## src/rtl/decode_issue_controller_pkg.sv

```systemverilog
// rtl/decode_issue_controller_pkg.sv - shared widths, immediate formats and opcodes for decode issue
package decode_issue_controller_pkg;

    localparam int BIT_COUNT = 32;
    localparam int WORD_SIZE = 32;
    localparam int DEPTH     = 2;

    typedef enum logic [2:0] {
        Imm11t0 = 3'd0,
        Imm4t0  = 3'd1,
        SType   = 3'd2,
        BType   = 3'd3,
        UType   = 3'd4,
        JType   = 3'd5
    } imm_src_e;

    localparam logic [6:0] OP_LOAD   = 7'b0000011;
    localparam logic [6:0] OP_IMM    = 7'b0010011;
    localparam logic [6:0] OP_STORE  = 7'b0100011;
    localparam logic [6:0] OP_BRANCH = 7'b1100011;
    localparam logic [6:0] OP_LUI    = 7'b0110111;
    localparam logic [6:0] OP_AUIPC  = 7'b0010111;
    localparam logic [6:0] OP_JAL    = 7'b1101111;
    localparam logic [6:0] OP_JALR   = 7'b1100111;
    localparam logic [6:0] OP_REG    = 7'b0110011;

    typedef struct packed {
        logic [WORD_SIZE-1:0] instr;
        logic [BIT_COUNT-1:0] pc;
        imm_src_e             imm_src;
        logic                 imm_used;
        logic                 illegal;
    } entry_t;

endpackage

```

## src/rtl/decode_issue_controller_imm_format_decode.sv

```systemverilog
// rtl/decode_issue_controller_imm_format_decode.sv - maps an instruction to its immediate format
module imm_format_decode
    import decode_issue_controller_pkg::*;
(
    input  logic [WORD_SIZE-1:0] instr,
    output imm_src_e             imm_src,
    output logic                 imm_used,
    output logic                 illegal
);

    logic [6:0] opcode;
    logic [2:0] funct3;

    assign opcode = instr[6:0];
    assign funct3 = instr[14:12];

    // Shift-immediate OP-IMM forms only use a 5-bit shamt; R-type is legal but carries no immediate
    always_comb begin
        imm_src  = Imm11t0;
        imm_used = 1'b1;
        illegal  = 1'b0;
        case (opcode)
            OP_LOAD, OP_JALR: imm_src = Imm11t0;
            OP_IMM:           imm_src = (funct3 == 3'b001 || funct3 == 3'b101) ? Imm4t0 : Imm11t0;
            OP_STORE:         imm_src = SType;
            OP_BRANCH:        imm_src = BType;
            OP_LUI, OP_AUIPC: imm_src = UType;
            OP_JAL:           imm_src = JType;
            OP_REG:           imm_used = 1'b0;
            default: begin
                imm_used = 1'b0;
                illegal  = 1'b1;
            end
        endcase
    end

endmodule

```

## src/rtl/decode_issue_controller.sv

```systemverilog
// rtl/decode_issue_controller.sv - 2-entry skid FIFO between fetch and execute with enqueue-time imm decode
module decode_issue_controller
    import decode_issue_controller_pkg::*;
(
    input  logic                 clk,
    input  logic                 reset,
    input  logic                 FlushD,
    input  logic                 ValidF,
    input  logic [WORD_SIZE-1:0] InstrF,
    input  logic [BIT_COUNT-1:0] PCF,
    output logic                 ReadyF,
    output logic                 ValidD,
    input  logic                 ReadyE,
    output logic [WORD_SIZE-1:0] InstrD,
    output logic [BIT_COUNT-1:0] PCD,
    output imm_src_e             ImmSrcD,
    output logic                 ImmUsedD,
    output logic                 IllegalD
);

    entry_t     mem_q [DEPTH];
    entry_t     mem_d [DEPTH];
    logic       head_q, head_d;
    logic       tail_q, tail_d;
    logic [1:0] count_q, count_d;

    entry_t     dec_entry;
    imm_src_e   dec_imm_src;
    logic       dec_imm_used;
    logic       dec_illegal;
    logic       enq;
    logic       deq;

    imm_format_decode u_imm_format_decode (
        .instr    (InstrF),
        .imm_src  (dec_imm_src),
        .imm_used (dec_imm_used),
        .illegal  (dec_illegal)
    );

    assign dec_entry = '{instr: InstrF, pc: PCF, imm_src: dec_imm_src,
                         imm_used: dec_imm_used, illegal: dec_illegal};

    // Handshakes look only at registered count, so there is no fetch-to-execute pass-through
    assign ReadyF = (count_q != 2'd2);
    assign ValidD = (count_q != 2'd0);
    assign enq    = ValidF & ReadyF & ~FlushD;
    assign deq    = ValidD & ReadyE;

    assign InstrD   = mem_q[head_q].instr;
    assign PCD      = mem_q[head_q].pc;
    assign ImmSrcD  = mem_q[head_q].imm_src;
    assign ImmUsedD = mem_q[head_q].imm_used;
    assign IllegalD = mem_q[head_q].illegal;

    // Next pointer/count/storage; flush empties the queue and wins over any enqueue
    always_comb begin
        mem_d   = mem_q;
        head_d  = head_q;
        tail_d  = tail_q;
        count_d = count_q;
        if (enq) begin
            mem_d[tail_q] = dec_entry;
        end
        if (FlushD) begin
            head_d  = 1'b0;
            tail_d  = 1'b0;
            count_d = 2'd0;
        end else begin
            head_d  = head_q ^ deq;
            tail_d  = tail_q ^ enq;
            count_d = count_q + {1'b0, enq} - {1'b0, deq};
        end
    end

    // Control state register with synchronous active-low reset
    always_ff @(posedge clk) begin
        if (!reset) begin
            head_q  <= 1'b0;
            tail_q  <= 1'b0;
            count_q <= 2'd0;
        end else begin
            head_q  <= head_d;
            tail_q  <= tail_d;
            count_q <= count_d;
        end
    end

    // Payload storage is never reset; it is only meaningful while ValidD is high
    always_ff @(posedge clk) begin
        mem_q <= mem_d;
    end

endmodule

```

## config.mk

```make
export PLATFORM = sky130hd
export DESIGN_NAME = decode_issue_controller
export DESIGN_NICKNAME = d
export VERILOG_FILES = /design/src/rtl/decode_issue_controller_pkg.sv /design/src/rtl/decode_issue_controller_imm_format_decode.sv /design/src/rtl/decode_issue_controller.sv
export SDC_FILE = /design/constraint.sdc
export NUM_CORES = 1
export LEC_CHECK = 0
export ABC_AREA = 1
export CAP_MARGIN = 10
export CORE_ASPECT_RATIO = 2
export CORE_MARGIN = 2
export CORE_UTILIZATION = 30
export CTS_BUF_LIST = sky130_fd_sc_hd__clkbuf_4 sky130_fd_sc_hd__clkbuf_8 sky130_fd_sc_hd__clkbuf_16
export CTS_CLUSTER_DIAMETER = 200
export CTS_CLUSTER_SIZE = 20
export DETAILED_ROUTE_END_ITERATION = 8
export MAX_ROUTING_LAYER = met4
export PLACE_DENSITY = 0.61
export RECOVER_POWER = 25
export SLEW_MARGIN = 40
export SYNTH_ARGS = -nofsm -noshare
export SYNTH_HDL_FRONTEND = slang
export SYNTH_HIERARCHICAL = 1
export SYNTH_SLANG_ARGS = --single-unit
```

## constraint.sdc

```tcl
create_clock -name clk -period 7.1 [get_ports clk]
set_clock_uncertainty 0.1 [all_clocks]
set_input_delay 0.71 -clock clk [delete_from_list [all_inputs] [get_ports clk]]
set_output_delay 0.71 -clock clk [all_outputs]
set_load 0.005 [all_outputs]
```

==> results of run 1 <==
flip-flops by register name, indices dropped and copies added (netlist names):
name     cells
tail_q       1
head_q       1
mem_q      138
count_q      2
worst min path at each step:
| stage | endpoint |
|---|---|
| after floorplan | count_q[1] |
| after global placement | count_q[1] |
| after detailed placement | count_q[1] |
| after CTS | count_q[1] |
| after global routing | tail_q |
| final | count_q[1] |
critical path: stages, from the launching register on:
cell	delay, ns
dfxtp_4	0.57
buf_6	0.61
mux2_4	0.36
clkdlybuf4s50_1	0.48
per-stage QoR:
step	worst slack [ns]	hold WS [ns]	cell area, um^2
6_report	3.813	0.5154	8024
5_1_grt	3.711	0.5480	8024
4_1_cts	3.743	0.5160	8024
3_5_place_dp	4.206	0.5017	7410
3_3_place_gp	3.988	0.4403	7326
2_1_floorplan	3.987	0.4226	5731
cell type report:
cell class                      count  area, um^2
Sequential cell                   142        4228
Timing Repair Buffer              144        1483
Fill cell                        1693       10720
Inverter                           20       75.07
Clock inverter                     14       181.4
Tap cell                          255       319.1
Clock buffer                       18       432.9
Multi-Input combinational cell    120        1305
report_power, final:
group / switching, uW / internal [uW] / total (uW) / leakage, uW
Combinational: 55.7 / 96.0 / 152 / 0.00128
Clock: 354 / 563 / 917 / 0.000282
Sequential: 7.01 / 945 / 952 / 0.00131
kinds of logic after synthesis:
logic type | share of synthesized area, %
muxes | 18.01
DFF | 73.71
and+or+nand+nor | 3.144
AOI/OAI and AO/OA | 0.3056
adders and majority gates | 0.8734
buffers and inverters | 3.952
Yosys cell counts:
| master | n |
|---|---|
| buf_6 | 1 |
| o31ai_1 | 1 |
| mux2_2 | 1 |
| nand2_2 | 1 |
| buf_12 | 7 |
| a21oi_1 | 1 |
| o21ai_0 | 1 |
| nor3_1 | 1 |
| nor2_1 | 17 |
| ha_1 | 4 |
| or2_1 | 1 |
| nand2_1 | 17 |
| inv_1 | 20 |
| mux2_4 | 68 |
| dfxtp_1 | 4 |
| nand3_1 | 7 |
| edfxtp_1 | 138 |
layer usage:
| metal | global-route usage [%] | routed length [um] |
|---|---|---|
| met1 | 11.43 | 4119 |
| met2 | 23.12 | 7195 |
| met3 | 2.413 | 442 |
| met4 | 6.857 | 346 |
| met5 | - | 0 |
==> results.cfg, run 1 <==
[clocking]
postCtsSetupRepairBufs = 0
cts_tree = done
worstSkewPairLatency_ns = 0.41
root_buffer = clkbuf_16
ctsResizeCount = 0
htreeDepth = 4
holdBufCountCts = 0
clockBufferDepth = 2
cts.sinks = 142
clk_pin_slew_ns = 0.06
cts_made_buffers = 17

[critical_path]
critPathCapture = PCD[1]
crit_fanout = 53
critPathArrivalTime_ns = 2.48
reg2reg_slack_ns = 5.35
startpoint = head_q
end_kind = output port
cp.required_ns = 6.29
worstRegToRegCells = 6
worstSetupStartpointType = flip-flop
r2r-end = mem_q[55]
reg2reg_from = count_q[0]
path_class = reg -> out

[timing]
final-hold-violation-count = 0
rsz0062_at_grt = no
report.final.slew_viol_count = 0
period_minus_slack_ns = 3.287
maxSlewHeadroom_pct = 51.95
setup_viol = 0
fin_setup_tns_ns = 0
period_share_pct = 46.30
tightest_slew_ns = 0.7208
fmaxAchievable_mhz = 304.2

[grt]
grt_pass1_vias = 3229
grt_pass1_wl_mm = 17.56
grt_max_degree = 54
grt.total_usage_pct = 12.41
grt_overflow = 0
antenna_found_initial = 0

[cells_and_area]
instances_no_fill = 713
diodes = 0
layout_commonest_cell = edfxtp_1
finish.utilization_pct = 42.81
drive_gt1_share_pct = 24.02
final_cell_mix = 138 x edfxtp_1, 95 x clkdlybuf4s50_1, 68 x mux2_4
fin_nets = 518
areaGrowthSynthToFinish_pct = 40.02

[synthesis]
ys_seq_elements = 142
synth_area_um2 = 5730
avgSynthCellArea_um2 = 19.76
ys_seq_area_share_pct = 73.71
synth_area_leaders = edfxtp_1 72%, mux2_4 18%, buf_12 2.4%, dfxtp_1 1.4%, inv_1 1.3%
synth_area_leader_cell = edfxtp_1
synth_top_area_share_pct = 72.31
synth_cells = 290
synth_warnings = 6
synth_fp_nets = 363
synth.distinct_cells = 17

[detailed_routing]
routed_via_density = 4.199
first_iter_violations = 182
drt.antenna.violating_nets = 0
vias = 2994
drc_errors = 0
wirelength_mm = 12.10
wl_per_cell_um = 16.97
drt-pass1-iter-count = 4

[run]
max_cap_viol_count = 0

[pwr]
peakVddDrop_mv = 0.1155
powerDensity_nw_per_um2 = 251.9
p_total_uw = 2021
leakagePower_uw = 0.002874

[floorplan]
fp.dieW_um = 101.7
core-area_um2 = 18740
die_h_um = 199.5
die-area_um2 = 20290
num_io_pins = 140
row_count = 71
start_util_pct = 30.57

[placement]
dp_cells = 681
dp_hpwl_mm = 8.666
port-buffer-count = 139
globalplace.congestion = 0.8023

[hold_path]
min_from = count_q[1]
hold_depth = 3
hp-class = reg -> reg

[outcome]
outcome = finished clean
No activity file was read; power rests on OpenSTA's default activity.
==> inputs of run 2 (changes only) <==
PLACE_DENSITY = 0.63   (was 0.61)
clock period = 2.8 ns   (was 7.1 ns; I/O delays follow)
==> run 2 against run 1 <==
  * Critical path type unchanged
  * Critical path depth did not move
  * Largest cell class unchanged
  * Combinational power rose by 150%
  * Global-route usage rose by 0.23 points
  * Largest power group unchanged
  * Via count fell by 0.27%
  * Critical endpoint is now PCD[26]
==> results.cfg, run 2 (same netlist as run 1, synthesis figures left out) <==
[pwr]
pwr-share-clk_pct = 43.3
p_comb_share_pct = 7.7
peakVddDrop_mv = 0.3251
internal_power_uw = 3951
powerDensity_nw_per_um2 = 619.1
p_sw_share_pct = 19.88
p_sw_uw = 980.2
seqPwrFrac_pct = 49.0
p_total_uw = 4931
leakagePower_uw = 0.002861

[cells_and_area]
fin_area_um2 = 7965
finish.utilization_pct = 42.49
fin_nets = 517
final_cell_mix = 138 x edfxtp_1, 94 x clkdlybuf4s50_1, 68 x mux2_4
largestRegisters = mem_q x138, count_q x2
largest_register_ffs = 138
top_register = mem_q
areaGrowthSynthToFinish_pct = 39.00
drive_gt1_share_pct = 23.41
layout_commonest_cell = edfxtp_1

[critical_path]
worstSetupStartpointType = flip-flop
end_kind = output port
cp.required_ns = 2.42
crit_buf_inv = 2
cp_top_family = buffers and inverters
path_class = reg -> out
critPathArrivalTime_ns = 2.14
crit_chain = buf_12, mux2_4, clkdlybuf4s50_1
r2r-end = mem_q[80]
cpPeakStageDelay_ns = 0.58
cp_slowest_cell = dfxtp_4
reg2reg_from = count_q[0]
crit_fanout = 30
worstRegToRegCells = 6
reg2reg_slack_ns = 1.00

[grt]
grt.total_usage_pct = 12.64
grt_max_degree = 70
antenna_found_initial = 1
grt_overflow = 0
grt_pass1_wl_mm = 17.68
grt_pass1_vias = 3235

[placement]
globalplace.congestion = 0.7607
port-buffer-count = 139
dp_hpwl_mm = 8.127
placed_cell_area_um2 = 7398

[hold_path]
min_from = InstrF[11]
min_to = mem_q[48]
hp-class = in -> reg
hold_depth = 1

[clocking]
ctsResizeCount = 0
cts.sinks = 142
worstSkewPairLatency_ns = 0.41
clk_pin_slew_ns = 0.06
cts_tree = done
cts_made_buffers = 17
clockBufferDepth = 2
root_buffer = clkbuf_16
postCtsSetupRepairBufs = 0
holdBufCountCts = 0
htreeDepth = 4

[detailed_routing]
vias = 2986
wl_per_cell_um = 16.75
wirelength_mm = 11.94
drt.antenna.violating_nets = 0
first_iter_violations = 166
drt-pass1-iter-count = 4
drc_errors = 0
routed_via_density = 4.188

[timing]
period_share_pct = 89.90
period_minus_slack_ns = 2.517
report.final.slew_viol_count = 0
setup_viol = 0
fmaxAchievable_mhz = 397.3
maxSlewHeadroom_pct = 71.25
final-hold-violation-count = 0
tightest_slew_ns = 0.4313
rsz0062_at_grt = no
hold_slack_ns = 0.3656

[floorplan]
fp.dieW_um = 101.7
die-area_um2 = 20290
num_io_pins = 140
row_count = 71
start_util_pct = 30.57
core-area_um2 = 18740
die_h_um = 199.5

[run]
max_cap_viol_count = 0

[outcome]
outcome = finished clean
[run 2: worst max path at each step]
stage                from        to  slack (ns)  cells past startpoint
5_1_grt            head_q   PCD[26]        0.18                      3
6_report           head_q   PCD[26]        0.28                      3
2_1_floorplan  count_q[0]  mem_q[0]       -0.03                      5
4_1_cts            head_q   PCD[26]        0.23                      3
3_3_place_gp       head_q   PCD[26]        0.69                      3
3_5_place_dp       head_q   PCD[26]        0.69                      3
[run 2: power groups by stage]
stage	Clock [uW]	Combinational, uW	Sequential [uW]
finish	2140	377	2420
global route	2280	406	2420
CTS	2190	397	2420
detailed placement	0	395	2460
global placement	0	387	2460
floorplan	0	145	2460
[run 2: cell type report]
type,count,area (um^2)
clock buffer,19,440.4
tap,255,319.1
clock inverter,13,123.9
timing repair buffer,143,1471
multi-input combinational,120,1305
fill,1661,10780
sequential,142,4228
antenna,1,2.502
inverter,20,75.07
[run 2: layer usage]
layer	GRT usage, %	up-vias	share of wire, %
li1	-	1395	-
met1	11.97	1467	35
met2	22.25	96	58
met3	3.673	28	3.5
met4	7.207	0	3.7
met5	-	-	0
[run 2: per-stage QoR]
step	setup WS (ns)	TNS, ns	std cells
floorplan	-0.03228	-4.453	290
global placement	0.6921	0	680
detailed placement	0.6856	0	680
CTS	0.2269	0	712
global route	0.1761	0	713
finish	0.2828	0	713
==> inputs of run 3 (changes only) <==
CORE_MARGIN = default   (was 2)
==> run 3 against run 2 <==
  * Register-to-register slack lost 0.06 ns
  * Wire length fell by 3.2%
  * Critical path depth did not move
  * Sequential cell count did not move
  * Largest cell class unchanged
==> results.cfg, run 3 (same netlist as run 1, synthesis figures left out) <==
[detailed_routing]
wirelength_mm = 11.56
routed_via_density = 4.194
drt.antenna.violating_nets = 0
drt-pass1-iter-count = 4
drc_errors = 0
vias = 2999
wl_per_cell_um = 16.16
first_iter_violations = 138

[grt]
grt_max_degree = 37
grt_overflow = 0
grt_pass1_vias = 3156
grt_pass1_wl_mm = 16.84
grt.total_usage_pct = 12.42
antenna_found_initial = 1

[critical_path]
cp_slowest_cell = clkdlybuf4s50_1
path_class = reg -> out
cpPeakStageDelay_ns = 0.51
cp_top_family = buffers and inverters
end_kind = output port
reg2reg_from = count_q[0]
cp.depth = 3
crit_buf_inv = 2
r2r-end = mem_q[87]
critPathArrivalTime_ns = 1.90
reg2reg_slack_ns = 0.94
worstRegToRegCells = 6
crit_fanout = 36
cp.required_ns = 2.42
worstSetupStartpointType = flip-flop
startpoint = head_q
crit_chain = buf_12, mux2_4, clkdlybuf4s50_1

[cells_and_area]
fin_area_um2 = 8110
areaGrowthSynthToFinish_pct = 41.53
finish.utilization_pct = 43.27
layout_commonest_cell = edfxtp_1
register_area_um2 = 4228
final_cell_mix = 138 x edfxtp_1, 95 x clkdlybuf4s50_1, 68 x mux2_4
largestRegisters = mem_q x138, count_q x2
top_register = mem_q
multiInputGateArea_um2 = 1305
largest_register_ffs = 138
drive_gt1_share_pct = 24.18
fillers = 1673
fin_nets = 519

[clocking]
holdBufCountCts = 0
cts_tree = done
root_buffer = clkbuf_16
clk_pin_slew_ns = 0.06
postCtsSetupRepairBufs = 0
cts.sinks = 142
htreeDepth = 4
clockBufferDepth = 2
ctsResizeCount = 0
cts_made_buffers = 17
worstSkewPairLatency_ns = 0.41

[placement]
port-buffer-count = 139
globalplace.congestion = 0.7459
place_ws_ns = 0.6650
placed_cell_area_um2 = 7413
dp_hpwl_mm = 8.260

[timing]
rsz0062_at_grt = no
final-hold-violation-count = 0
fin_ws_ns = 0.5199
fmaxAchievable_mhz = 438.6
tightest_slew_ns = 0.3043
report.final.slew_viol_count = 0
period_minus_slack_ns = 2.280
maxSlewHeadroom_pct = 79.71
period_share_pct = 81.43
setup_viol = 0

[floorplan]
start_util_pct = 30.57
fp.dieW_um = 99.73
die-area_um2 = 19690
num_io_pins = 140
row_count = 71
die_h_um = 197.5
core-area_um2 = 18740

[hold_path]
min_to = mem_q[77]
min_from = PCF[3]
hold_depth = 1
hp-class = in -> reg

[pwr]
internal_power_uw = 4414
seqPwrFrac_pct = 44.9
p_total_uw = 5376
pwr-share-clk_pct = 48.0
p_sw_uw = 962.0
p_sw_share_pct = 17.89
powerDensity_nw_per_um2 = 662.9
p_comb_share_pct = 7.1
peakVddDrop_mv = 0.3814
leakagePower_uw = 0.002935

[run]
max_cap_viol_count = 0

[outcome]
outcome = finished clean
==> run 3: cell types whose count changed in the layout (fill, tap and decap cells not counted), sizes merged <==
cell,before,now
bufinv,2,6
buf,4,6
clkinv,8,2
clkinvlp,3,1
clkdlybuf4s50,94,95
clkbuf,19,23
dlygate4sd3,45,44
==> run 3: final cells by class <==
| type | instances | area share [%] |
|---|---|---|
| Clock inverter | 9 | 2.530 |
| Sequential cell | 142 | 52.13 |
| Tap cell | 255 | 3.934 |
| Timing Repair Buffer | 145 | 18.33 |
| Multi-Input combinational cell | 120 | 16.09 |
| Inverter | 20 | 0.9256 |
| Antenna cell | 1 | 0.03085 |
| Clock buffer | 23 | 6.032 |
==> run 3: power by group through the flow <==
stage	logic [uW]	registers (uW)	clock network [uW]
2_1_floorplan	145	2460	0
3_3_place_gp	391	2450	0
3_5_place_dp	399	2460	0
4_1_cts	402	2410	2620
5_1_grt	409	2420	2710
6_report	384	2410	2580
==> run 3: through the flow <==
stage / instances / TNS [ns] / hold WS, ns
after detailed placement: 682 / 0 / 0.4761
after global routing: 715 / 0 / 0.3683
after floorplan: 290 / -4.453 / 0.2789
final: 715 / 0 / 0.3810
after global placement: 682 / 0 / 0.4460
after CTS: 714 / 0 / 0.3207
==> run 3: worst max-delay path by stage <==
stage	end
final	ImmSrcD[0]
after global routing	InstrD[31]
after CTS	ImmSrcD[0]
after detailed placement	mem_q[84]
after global placement	mem_q[80]
after floorplan	mem_q[0]
==> run 3: layer usage <==
layer,vias up,track usage (%),routed length [um]
li1,1398,-,-
met1,1485,10.57,3723
met2,101,23.52,7035
met3,15,3.043,454
met4,0,7.516,343
met5,-,-,0
